`config.mk`:
```
export PLATFORM = sky130hd
export DESIGN_NAME = led_pwm_fader
export DESIGN_NICKNAME = d
export VERILOG_FILES = /design/src/rtl/led_pwm_fader.sv
export SDC_FILE = /design/constraint.sdc
export NUM_CORES = 1
export LEC_CHECK = 0
export ABC_AREA = 1
export BUFFER_PORTS_ARGS = -buffer_cell sky130_fd_sc_hd__buf_2
export CAP_MARGIN = 20
export CORE_ASPECT_RATIO = 0.7
export CORE_MARGIN = 4
export CORE_UTILIZATION = 37
export DETAILED_ROUTE_END_ITERATION = 7
export HOLD_SLACK_MARGIN = 0.06
export PLACE_DENSITY = 0.63
export SYNTH_ARGS = -nofsm -noshare
export SYNTH_HDL_FRONTEND = slang
export SYNTH_SLANG_ARGS = --single-unit
export TNS_END_PERCENT = 20
```
`constraint.sdc`:
```
create_clock -name clk -period 1.83 [get_ports clk]
set_input_delay 0.0915 -clock clk [delete_from_list [all_inputs] [get_ports clk]]
set_output_delay 0.0915 -clock clk [all_outputs]
set_load 0.05 [all_outputs]
```
`src/rtl/led_pwm_fader.sv`:
```
// PWM output stage for the LED pattern generator: caps brightness at level_max.
// Define LED_PWM_FADE_EN to ramp each channel by one level per step tick instead of hard switching.
module led_pwm_fader #(
    parameter int NCH         = 2,
    parameter int PWM_BITS    = 8,
    parameter int STEP_CYCLES = 48_828
) (
    input  logic                clk,
    input  logic                rst_n,
    input  logic [NCH-1:0]      led_in,
    input  logic [PWM_BITS-1:0] level_max,
    output logic [NCH-1:0]      led_out,
    output logic                busy
);
    // PWM counter wraps after 2^PWM_BITS-2 so that full scale means constant on
    localparam logic [PWM_BITS-1:0] PWM_LAST = {{(PWM_BITS-1){1'b1}}, 1'b0};

    logic [NCH-1:0]      led_q_reg;
    logic [PWM_BITS-1:0] pwm_cnt_reg;
    logic [NCH-1:0]      busy_vec;

    always_ff @(posedge clk or negedge rst_n) begin
        if (!rst_n) begin
            led_q_reg   <= '0;
            pwm_cnt_reg <= '0;
        end else begin
            led_q_reg   <= led_in;
            pwm_cnt_reg <= (pwm_cnt_reg == PWM_LAST) ? '0 : pwm_cnt_reg + PWM_BITS'(1);
        end
    end

`ifdef LED_PWM_FADE_EN
    localparam int STEP_W = (STEP_CYCLES > 1) ? $clog2(STEP_CYCLES) : 1;
    localparam logic [STEP_W-1:0] STEP_LAST = STEP_W'(STEP_CYCLES - 1);

    logic [STEP_W-1:0] step_cnt_reg;
    logic              step_tick;

    // Free-running prescaler; input changes never restart it
    assign step_tick = (step_cnt_reg == STEP_LAST);

    always_ff @(posedge clk or negedge rst_n) begin
        if (!rst_n) begin
            step_cnt_reg <= '0;
        end else begin
            step_cnt_reg <= step_tick ? '0 : step_cnt_reg + STEP_W'(1);
        end
    end
`endif

    genvar gi;
    generate
        for (gi = 0; gi < NCH; gi++) begin : g_ch
            logic [PWM_BITS-1:0] target;
            logic [PWM_BITS-1:0] level_reg;
            logic [PWM_BITS-1:0] level_next;
            logic                led_out_reg;

            assign target       = led_q_reg[gi] ? level_max : '0;
            assign busy_vec[gi] = (level_reg != target);

`ifdef LED_PWM_FADE_EN
            // Move one step toward target; reversals continue from the current level
            always_comb begin
                level_next = level_reg;
                if (step_tick) begin
                    if (level_reg < target) begin
                        level_next = level_reg + PWM_BITS'(1);
                    end else if (level_reg > target) begin
                        level_next = level_reg - PWM_BITS'(1);
                    end
                end
            end
`else
            assign level_next = target;
`endif

            always_ff @(posedge clk or negedge rst_n) begin
                if (!rst_n) begin
                    level_reg   <= '0;
                    led_out_reg <= 1'b0;
                end else begin
                    level_reg   <= level_next;
                    led_out_reg <= (pwm_cnt_reg < level_reg);
                end
            end

            assign led_out[gi] = led_out_reg;
        end
    endgenerate

    assign busy = |busy_vec;

endmodule

```
==> summary.md <==
| Metric | Value |
|---|---|
| Status | `finished clean` |
| Fin cells | `299` |
| CP Launch Type | `flip-flop` |
| Critical path class | `flip-flop to primary output` |
| Slew Limit Fails | `0` |
| WHS Endpoint | `g_ch[0].level_reg[2]` |
| Max Cap Viol | `0` |
| Final worst setup slack | `160 ps` |
| CTS tree | `done` |
| Final RePlAce weighted congestion | `0.803` |
| Num CTS Buffers | `3` |
| Gr usage total | `a little over an eighth` |
| Synth unique cells | `17` |
| Req. time, crit path | `between 1500 and 2000 ps` |
| Max Fanout on Critical Path | `6` |
| Hold Path Stages | `3` |
| Clk pin slew, worst setup/hold paths | `100 ps` |
| Final hold slack | `between 60 and 70 ps` |
| Syn Area/Cell | `7.56 sq um` |
| CORE AREA | `0.00438 sq mm` |
| Routed wl met3 | `around 230 um` |
| Place WS | `approximately 360 ps` |
| # setup viols final | `0` |
| Initial antenna violation count | `0` |
| DR pass1 iterations | `4` |
| Power, Total | `1.18 mW` |
| Vias in the first global route | `~1,200` |
| Leak | `1.11 nW` |
| Die height | `64.6 um` |
| Met2 wire length | `1300 um` |
| Worst path arrival time | `1580 ps` |
| Register area share after synthesis | `between 40% and 50%` |
| Hold Startpoint | `level_max[2]` |
| R2r startpoint | `pwm_cnt_reg[0]` |
| Drt drc | `0` |
| Drt via density | `4.36` |
| Top Layer Used | `met4` |
| Pwr Density | `619 mW/mm^2` |
| Fillers | `441` |
| # nets final | `274` |
| First-pass GRT wire length | `5790 um` |
| Cell row count | `20` |
| Drt wl/cell | `11.2 um` |
| Share of layout cells above drive strength 1 | `10.2%` |
| # clock sinks | `28` |
| Largest area contributor in the netlist | `dfrtp_1` |
| Io pins | `15` |
| Cell area after synthesis | `0.00169 sq mm` |
| Final wirelength | `3350 um` |
| Design area | `0.00191 sq mm` |
| Top cells by area, synth | `dfrtp_1 (41%), nand2_1 (16%), ha_1 (12%), inv_1 (9.1%), nor2_1 (5.1%)` |
| M1 WL | `1810 um` |
| Worst R2R End | `pwm_cnt_reg[7]` |
| Initial Util | `38.7%` |
| Rel. slew slack | `between 50 and 60%` |
| Syn Inst Count | `224` |
| R2R depth | `7` |
| Final ANT Viol Nets | `0` |
| DRT iter0 DRCs | `~110` |
| H-tree depth | `1` |
| Worst Max-Slew Pin Slew | `roughly 630 ps` |
| Tcrit/Tclk final | `91.3%` |
| Syn Nets | `252` |
| Worst setup EP type | `primary output` |
| Worst hold path class | `input pin to flip-flop` |
| Die ar. | `0.00574 sq mm` |
| Proportion of netlist area held by the largest area contributor | `between 40% and 50%` |
| Clock buffer depth | `2` |
| Horiz. Die Dim | `88.9 um` |
| Maximum VDD drop | `between 0.0004 and 0.0005 V` |
| Clock skew | `8.42 ps` |
| Final Hold Violating Endpoints | `0` |
| R2R Setup Slk | `a little over 500 ps` |
| Clock root buffer | `clkbuf_8` |
| Post-placement cell count | `between 200 and 300` |
| Vias | `around 1,300` |
| Largest net degree at the start of global routing | `29` |
| Largest register FFs | `16` |
| Clk Latency, worst-skew pair | `between 200 and 300 ps` |
| Register bit total from synthesis | `28` |
| Final HPWL DP | `~2500 um` |
| Diode count | `0` |
| Post-DP Area | `0.00178 sq mm` |
| Ys Warns | `0` |
| Grt ovf | `0` |
| Fmax | `599 MHz` |
| P&R area growth vs syn | `12.6%` |
| Number of port buffers | `14` |
| Period minus WS final | `1670 ps` |
[where the power goes]
part	switching [mW]	total [mW]	internal, mW
logic	0.119	0.189	0.0695
clock network	0.189	0.336	0.148
registers	0.0118	0.655	0.643
[worst max-delay path, cell delays in order, from the launching register on]
cell     delay [ps]
dfrtp_2         400
buf_2           190
nand2_1          90
nand2_1          60
nand2_1          50
nor2_1          120
nand2_1          60
nor2_1           80
nand2_1          70
buf_4           190
[worst max path at each step]
| stage | startpoint | to | slack (ps) | cells past startpoint |
|---|---|---|---|---|
| final | led_q_reg[1] | busy | 160 | 9 |
| after global routing | led_q_reg[1] | busy | -4 | 10 |
| after CTS | led_q_reg[1] | busy | 40 | 8 |
| after detailed placement | led_q_reg[1] | busy | 360 | 8 |
| after global placement | led_q_reg[1] | busy | 370 | 8 |
| after floorplan | led_q_reg[0] | busy | 500 | 8 |
[cells in the final DEF (no fill, tap or decap), drive strengths merged, types with 5 or more instances in the layout]
cell type and instances:
buf 17, nand3 15, nor2 24, a21oi 8, dlygate4sd3 5, dfrtp 28, o21ai 5, ha 16
inv 41, nand2 76
[stage by stage]
step	util, %	setup TNS (ps)
floorplan	-	0
global placement	40.7	0
detailed placement	40.7	0
CTS	42.8	0
global route	43.5	-3.80
finish	43.5	0
[area by class of cell]
cell class              count  area [sq um]  share of cell area, %
well taps                  55          68.8                   3.61
clock buffers               3          41.3                   2.17
flip-flops and latches     28           702                   36.8
repair buffers             22           159                   8.33
multi-input cells         150           782                   41.0
inverters                  41           154                   8.07
[layer usage]
layer / up-vias / track usage (%)
met4: 0 / 2.26
met5: - / 0
met3: 2 / 3.68
met2: 24 / 17.5
met1: 560 / 20.9
li1: 719 / -
[Yosys cell counts]
library cell and number:
a21oi_1 8, buf_12 1, buf_4 2, buf_6 2, dfrtp_1 28, ha_1 16, inv_1 41, nand2_1 73
nand2_2 1, nand2_4 2, nand3_1 15, nor2_1 23, nor2_4 1, nor3_1 3, o21ai_0 5, xnor2_1 1
xor2_1 2
[logic make-up (layout without fill, tap and decap cells)]
| kind of cell | after synthesis | count (layout) | synth area share [%] |
|---|---|---|---|
| xor gates and xnor gates | 3 | 3 | 1.55 |
| AOI/OAI and AO/OA | 13 | 13 | 3.84 |
| buffers and inverters | 46 | 66 | 12.5 |
| DFF | 28 | 28 | 41.4 |
| and+or+nand+nor | 118 | 118 | 29.0 |
| adders and majority gates | 16 | 16 | 11.8 |
[repair_timing]
item,CTS,global route
resized for setup,0,4
hold buffers,5,0
endpoints found under the setup margin,0,1
setup buffers,0,2
endpoints found under the hold margin,32,0
No activity file was read; power rests on OpenSTA's default activity.
